==> src/rtl/ip_msxbus_master_if.sv <==
// MSX 50-pin cartridge bus pins seen from the host side: address, data, selects, strobes and /WAIT.
// The master drives the address, selects and strobes; the addressed target returns i_data and n_wait.
interface ip_msxbus_master_if;

  logic [15:0] adr;
  logic [7:0]  o_data;
  logic        data_oe;
  logic [7:0]  i_data;
  logic        n_sltsl;
  logic        n_mereq;
  logic        n_ioreq;
  logic        n_rd;
  logic        n_wr;
  logic        n_wait;

  modport master (
    output adr, o_data, data_oe, n_sltsl, n_mereq, n_ioreq, n_rd, n_wr,
    input  i_data, n_wait
  );

  modport slave (
    input  adr, o_data, data_oe, n_sltsl, n_mereq, n_ioreq, n_rd, n_wr,
    output i_data, n_wait
  );

endinterface

==> src/rtl/ip_msxbus_master.sv <==
// Z80-style MSX bus initiator: turns one-clk rd/wr requests into T1/T2/TW/T3 memory or I/O cycles.
// Define MSXBUS_MASTER_TIMEOUT_EN to abort after WAIT_TIMEOUT_TSTATES wait states (rdata=0xFF, timeout pulse).
module ip_msxbus_master #(
  parameter int T_STATE_CLKS         = 15,
  parameter int WAIT_TIMEOUT_TSTATES = 256
) (
  input  logic        clk,
  input  logic        reset,
  input  logic        rd,
  input  logic        wr,
  input  logic        io,
  input  logic [15:0] address,
  input  logic [7:0]  wdata,
  output logic        busy,
  output logic [7:0]  rdata,
  output logic        rdata_en,
  output logic        timeout,
  ip_msxbus_master_if.master bus
);

  typedef enum logic [2:0] {IDLE, T1, T2, TW, T3} state_t;

  localparam int CW = (T_STATE_CLKS > 1) ? $clog2(T_STATE_CLKS) : 1;
  localparam logic [CW-1:0] TSTATE_LAST = CW'(T_STATE_CLKS - 1);

  state_t        state;
  logic [CW-1:0] tcnt;
  logic          is_read;
  logic          is_io;
  logic          wait_meta;
  logic          wait_sync;

`ifdef MSXBUS_MASTER_TIMEOUT_EN
  localparam int TWW = $clog2(WAIT_TIMEOUT_TSTATES + 1);
  localparam logic [TWW-1:0] TW_LIMIT = TWW'(WAIT_TIMEOUT_TSTATES);
  logic [TWW-1:0] tw_cnt;
  logic           timed_out;
`else
  logic unused_timeout_cfg;
  assign unused_timeout_cfg = (WAIT_TIMEOUT_TSTATES != 0);
  assign timeout = 1'b0;
`endif

  // /WAIT comes from the target asynchronously; idle state is "not waiting".
  always_ff @(posedge clk) begin
    if (reset) begin
      wait_meta <= 1'b1;
      wait_sync <= 1'b1;
    end else begin
      wait_meta <= bus.n_wait;
      wait_sync <= wait_meta;
    end
  end

  // Every bus pin is registered here; strobes change only on T-state boundaries.
  always_ff @(posedge clk) begin
    if (reset) begin
      state       <= IDLE;
      tcnt        <= '0;
      is_read     <= 1'b0;
      is_io       <= 1'b0;
      busy        <= 1'b0;
      rdata       <= 8'h00;
      rdata_en    <= 1'b0;
      bus.adr     <= 16'h0000;
      bus.o_data  <= 8'h00;
      bus.data_oe <= 1'b0;
      bus.n_sltsl <= 1'b1;
      bus.n_mereq <= 1'b1;
      bus.n_ioreq <= 1'b1;
      bus.n_rd    <= 1'b1;
      bus.n_wr    <= 1'b1;
`ifdef MSXBUS_MASTER_TIMEOUT_EN
      tw_cnt      <= '0;
      timed_out   <= 1'b0;
      timeout     <= 1'b0;
`endif
    end else begin
      rdata_en <= 1'b0;
`ifdef MSXBUS_MASTER_TIMEOUT_EN
      timeout  <= 1'b0;
`endif
      if (state == IDLE) begin
        if (rd || wr) begin
          state   <= T1;
          tcnt    <= '0;
          busy    <= 1'b1;
          is_read <= rd;
          is_io   <= io;
          bus.adr <= address;
          if (!rd) begin
            bus.o_data  <= wdata;
            bus.data_oe <= 1'b1;
          end
`ifdef MSXBUS_MASTER_TIMEOUT_EN
          tw_cnt    <= '0;
          timed_out <= 1'b0;
`endif
        end
      end else if (tcnt != TSTATE_LAST) begin
        tcnt <= tcnt + 1'b1;
      end else begin
        tcnt <= '0;
        case (state)
          T1: begin
            state       <= T2;
            bus.n_sltsl <= is_io;
            bus.n_mereq <= is_io;
            bus.n_ioreq <= !is_io;
            bus.n_rd    <= !is_read;
            bus.n_wr    <= is_read;
          end
          // The I/O forced wait state does not count towards the abort limit.
          T2: begin
            if (is_io) begin
              state <= TW;
            end else if (!wait_sync) begin
              state <= TW;
`ifdef MSXBUS_MASTER_TIMEOUT_EN
              tw_cnt <= tw_cnt + 1'b1;
`endif
            end else begin
              state <= T3;
            end
          end
          TW: begin
            if (!wait_sync) begin
`ifdef MSXBUS_MASTER_TIMEOUT_EN
              if (tw_cnt == TW_LIMIT) begin
                state     <= T3;
                timed_out <= 1'b1;
              end else begin
                state  <= TW;
                tw_cnt <= tw_cnt + 1'b1;
              end
`else
              state <= TW;
`endif
            end else begin
              state <= T3;
            end
          end
          T3: begin
            state       <= IDLE;
            busy        <= 1'b0;
            bus.data_oe <= 1'b0;
            bus.n_sltsl <= 1'b1;
            bus.n_mereq <= 1'b1;
            bus.n_ioreq <= 1'b1;
            bus.n_rd    <= 1'b1;
            bus.n_wr    <= 1'b1;
            if (is_read) begin
              rdata_en <= 1'b1;
`ifdef MSXBUS_MASTER_TIMEOUT_EN
              rdata    <= timed_out ? 8'hFF : bus.i_data;
`else
              rdata    <= bus.i_data;
`endif
            end
`ifdef MSXBUS_MASTER_TIMEOUT_EN
            timeout <= timed_out;
`endif
          end
          default: state <= IDLE;
        endcase
      end
    end
  end

endmodule

==> src/flat_wrapper.sv <==
// flat-port wrapper written by rule: the top's interface ports become plain ports
module ip_msxbus_master_flat 
#(
  parameter int T_STATE_CLKS         = 15,
  parameter int WAIT_TIMEOUT_TSTATES = 256
)
  (clk, reset, rd, wr, io, address, wdata, busy, rdata, rdata_en, timeout, bus_adr, bus_o_data, bus_data_oe, bus_n_sltsl, bus_n_mereq, bus_n_ioreq, bus_n_rd, bus_n_wr, bus_i_data, bus_n_wait);
  ip_msxbus_master_if bus_i ();
  input  logic clk;
  input  logic reset;
  input  logic rd;
  input  logic wr;
  input  logic io;
  input  logic [15:0] address;
  input  logic [7:0] wdata;
  output logic busy;
  output logic [7:0] rdata;
  output logic rdata_en;
  output logic timeout;
  output wire logic [$bits(bus_i.adr)-1:0] bus_adr;
  output wire logic [$bits(bus_i.o_data)-1:0] bus_o_data;
  output wire logic [$bits(bus_i.data_oe)-1:0] bus_data_oe;
  output wire logic [$bits(bus_i.n_sltsl)-1:0] bus_n_sltsl;
  output wire logic [$bits(bus_i.n_mereq)-1:0] bus_n_mereq;
  output wire logic [$bits(bus_i.n_ioreq)-1:0] bus_n_ioreq;
  output wire logic [$bits(bus_i.n_rd)-1:0] bus_n_rd;
  output wire logic [$bits(bus_i.n_wr)-1:0] bus_n_wr;
  input wire logic [$bits(bus_i.i_data)-1:0] bus_i_data;
  input wire logic [$bits(bus_i.n_wait)-1:0] bus_n_wait;
  assign bus_adr = bus_i.adr;
  assign bus_o_data = bus_i.o_data;
  assign bus_data_oe = bus_i.data_oe;
  assign bus_n_sltsl = bus_i.n_sltsl;
  assign bus_n_mereq = bus_i.n_mereq;
  assign bus_n_ioreq = bus_i.n_ioreq;
  assign bus_n_rd = bus_i.n_rd;
  assign bus_n_wr = bus_i.n_wr;
  assign bus_i.i_data = bus_i_data;
  assign bus_i.n_wait = bus_n_wait;
  ip_msxbus_master #(.T_STATE_CLKS(T_STATE_CLKS), .WAIT_TIMEOUT_TSTATES(WAIT_TIMEOUT_TSTATES)) u_core (.clk(clk), .reset(reset), .rd(rd), .wr(wr), .io(io), .address(address), .wdata(wdata), .busy(busy), .rdata(rdata), .rdata_en(rdata_en), .timeout(timeout), .bus(bus_i));
endmodule
==> config.mk <==
export PLATFORM = sky130hd
export DESIGN_NAME = ip_msxbus_master_flat
export DESIGN_NICKNAME = d
export VERILOG_FILES = /design/src/rtl/ip_msxbus_master_if.sv /design/src/rtl/ip_msxbus_master.sv /design/src/flat_wrapper.sv
export SDC_FILE = /design/constraint.sdc
export NUM_CORES = 1
export LEC_CHECK = 0
export BUFFER_PORTS_ARGS = -buffer_cell sky130_fd_sc_hd__buf_2
export CAP_MARGIN = 5
export CORE_MARGIN = 4
export CORE_UTILIZATION = 51
export DETAILED_ROUTE_END_ITERATION = 7
export PLACE_DENSITY_LB_ADDON = 0.25
export RECOVER_POWER = 50
export SETUP_SLACK_MARGIN = 0.15
export SKIP_LAST_GASP = 1
export SYNTH_ARGS = -nofsm -noshare
export SYNTH_HDL_FRONTEND = slang
export SYNTH_SLANG_ARGS = --single-unit
==> constraint.sdc <==
create_clock -name clk -period 4.65 [get_ports clk]
set_input_delay 0.2325 -clock clk [delete_from_list [all_inputs] [get_ports clk]]
set_output_delay 0.2325 -clock clk [all_outputs]
set_load 0.02 [all_outputs]
==> flow_metrics.py <==
metrics = {
    "timing": {
        "post-route-period-util_pct": 44.4,
        "timing.fmax_mhz": 485,
        "setup_viol": 0,
        "skew_ns": 0.00859,
        "slew_violations": 52,
        "setup_tns_ns": 0,
        "finalCriticalPeriod_ns": 2.06,
        "worst_pin_slew_ns": 2.08,
        "timing.slew.headroom_pct": -38.4,
        "rsz0062_at_grt": "no",
        "setup_slack_ns": 2.59,
        "finalHoldViolCount": 0,
    },
    "clocking": {
        "worstSkewPairLatency_ns": 0.30,
        "h-tree-depth": 2,
        "cts_buffers": 5,
        "cts_resized": 0,
        "cts_num_sinks": 50,
        "cts_tree": "built",
        "clk_pin_slew_ns": 0.08,
        "ctsLongestPathBuffers": 2,
        "cts_setup_buffers": 0,
        "clockRootBuffer": "clkbuf_8",
        "postCtsHoldBufs": 0,
    },
    "final_layout": {
        "nNetsFinal": 322,
        "fill_cells": 351,
        "antennaDiodeCount": 0,
        "drive_above_1_share_pct": 18.0,
        "area_growth_pct": 20.9,
    },
    "worst_setup_path": {
        "rrSetupSlack_ns": 2.65,
        "max_stage_delay_ns": 1.45,
        "worstSetupStartpoint": "reset",
        "worstPathCellList": "clkbuf_1 -> a21oi_1 -> a31oi_1",
        "endpoint_kind": "flip-flop",
        "timing.rr.end": "u_core.rdata[2]",
        "r2r_start": "u_core.tcnt[1]",
        "path_buf_inv": 1,
        "worst-r2r-cell-count": 5,
        "cp-start-kind": "input pin",
        "worst-path-max-fanout": 51,
        "critPathTopFamily": "buffers and inverters",
        "worstPathRequired_ns": 4.87,
        "cp_slowest_cell": "clkbuf_1",
        "crit_arrival_ns": 2.28,
        "critPathKind": "input pin to flip-flop",
    },
    "synth": {
        "synth.avg_cell_area_um2": 9.05,
        "synth_xor_area_share_pct": 0.450,
        "synth.area.mux_share_pct": 8.23,
        "synth_top_area_share_pct": 51.4,
        "synth_compound_area_share_pct": 11.5,
        "synthSimpleGateAreaFrac_pct": 20.8,
        "synth_enable_flop_cells": 0,
        "synth_warnings": 0,
        "synth_most_common_cell": "dfxtp_1",
        "synth_common_cells": "dfxtp_1 (50), nand2_1 (37), a21oi_1 (23)",
        "synthTopCellsByArea": "dfxtp_1 (51%), mux2i_1 (8.2%), nand2_1 (7.1%)",
        "ys_ff_latch": 50,
        "synthDistinctLibCells": 34,
        "yosysTopAreaCell": "dfxtp_1",
        "syn_nets": 255,
        "synth_area_um2": 1950,
        "synthArstFlopShare_pct": 0,
        "yosys.area_share.adder_pct": 1.29,
        "synth_flop_cell": "dfxtp_1",
        "synth_cells": 215,
        "synth_top_family_by_area": "simple AND/OR/NAND/NOR gates",
        "yosysSeqAreaShare_pct": 51.4,
    },
    "worst_hold_path": {
        "min_path_cells": 2,
        "hold_end": "u_core.wait_meta",
        "min_from": "bus_n_wait",
        "hp-class": "input pin to flip-flop",
    },
    "die": {
        "die_y_um": 69.8,
        "die_w_um": 69.8,
        "initial_core_util_pct": 53.1,
        "pin_count": 79,
        "core_um2": 3660,
        "row_count": 22,
        "dieArea_um2": 4870,
    },
    "routing": {
        "drtIter0Drc": 83,
        "vias_per_cell": 5.00,
        "drcViolationCount": 0,
        "routedWlPerCell_um": 12.0,
        "dr.pass1.iters": 4,
        "num_vias": 1655,
        "routed_wl_mm": 3.96,
        "ant_nets": 0,
    },
    "grt": {
        "grt_antenna_before_repair": 0,
        "grt_start_max_net_pins": 52,
        "gr-total-overflow": 0,
        "grt_usage_pct": 16.5,
        "grt_pass1_vias": 1499,
        "grt_pass1_wl_mm": 6.63,
    },
    "power_and_ir_drop": {
        "cellLeakagePower_nw": 1.03,
        "p_per_area_nw_per_um2": 368,
        "ir_worst_vdd_uv": 235,
    },
    "outcome": {
        "violations": "capacitance limit, slew limit",
        "status": "finished, violations left",
    },
    "place": {
        "gp_congestion": 0.742,
        "io_buffers": 77,
        "dpl.hpwl_mm": 2.88,
        "post-place-ws_ns": 2.71,
    },
    "flow_run": {
        "maxCapViolCount": 1,
    },
}
-- per-stage QoR --
stage	instance area [µm²]	power, mW	hold WS, ns	util [%]	instances
6_report	2350	0.864	0.127	64.3	331
5_1_grt	2350	0.907	0.118	64.3	331
4_1_cts	2400	0.880	0.118	65.7	331
3_5_place_dp	2290	0.581	0.406	62.6	323
3_3_place_gp	2290	0.579	0.394	62.6	323
2_1_floorplan	1950	0.544	0.336	-	215
-- sequential cells by signal, summed over array words and instances (netlist names), 3 cells and up --
register,cells
u_core.bus.adr,16
u_core.bus.o_data,8
u_core.rdata,8
u_core.state,3
u_core.tcnt,4
-- power by group --
part / switching, mW / internal (mW) / total [mW]
combinational: 0.0699 / 0.0380 / 0.108
sequential: 0.0114 / 0.447 / 0.459
clock: 0.137 / 0.161 / 0.298
-- kinds of logic (layout without fill, tap and decap cells) --
| family | Yosys count | count (layout) |
|---|---|---|
| buffers and inverters | 22 | 90 |
| xor gates and xnor gates | 1 | 1 |
| muxes | 16 | 16 |
| DFF | 50 | 50 |
| adders and majority gates | 2 | 2 |
| other | 1 | 1 |
| AOI/OAI and AO/OA | 38 | 38 |
| and+or+nand+nor | 85 | 85 |
-- layout make-up --
| cell class | count | area [µm²] | share of cell area, % |
|---|---|---|---|
| clock buffers | 5 | 68.8 | 2.93 |
| multi-input cells | 143 | 826 | 35.1 |
| inverters | 5 | 18.8 | 0.798 |
| repair buffers | 77 | 334 | 14.2 |
| clock inverters | 3 | 43.8 | 1.86 |
| flip-flops and latches | 50 | 1000 | 42.6 |
| well taps | 48 | 60.1 | 2.55 |
-- layout by cell type, fill, tap and decap left out, types with 2 or more instances in the layout --
master,n
clkbuf_1,41
ha_1,2
nand3_1,2
nand3b_1,3
nand4_1,2
or3_1,3
mux2i_1,16
clkbuf_8,5
nor3_1,8
a21oi_1,23
a31oi_1,6
inv_1,5
buf_2,36
o21ai_0,2
nand2_1,37
nor2_1,22
and3_1,2
or2_2,2
dfxtp_1,50
-- worst register-to-register path, stage by stage, from the launching register on --
cell,delay (ns)
dfxtp_1,0.40
ha_1,0.18
and3_1,0.34
nand4_1,0.52
mux2i_1,0.33
nor2_1,0.05
-- per-layer routing --
| metal | GRT usage (%) | routed length, µm | up-vias |
|---|---|---|---|
| met5 | 0 | 0 | - |
| li1 | - | - | 856 |
| met1 | 20.3 | 1800 | 741 |
| met2 | 26.2 | 1790 | 50 |
| met4 | 7.02 | 90 | 0 |
| met3 | 5.36 | 290 | 8 |
-- worst max path at each step --
stage                                  to  cells past startpoint
after floorplan           u_core.rdata[0]                      8
after global placement    u_core.rdata[1]                      6
after detailed placement  u_core.rdata[2]                      5
after CTS                 u_core.rdata[2]                      5
after global routing      u_core.bus.n_wr                      3
final                     u_core.bus.n_rd                      3
(Power assumes the default switching activity.)
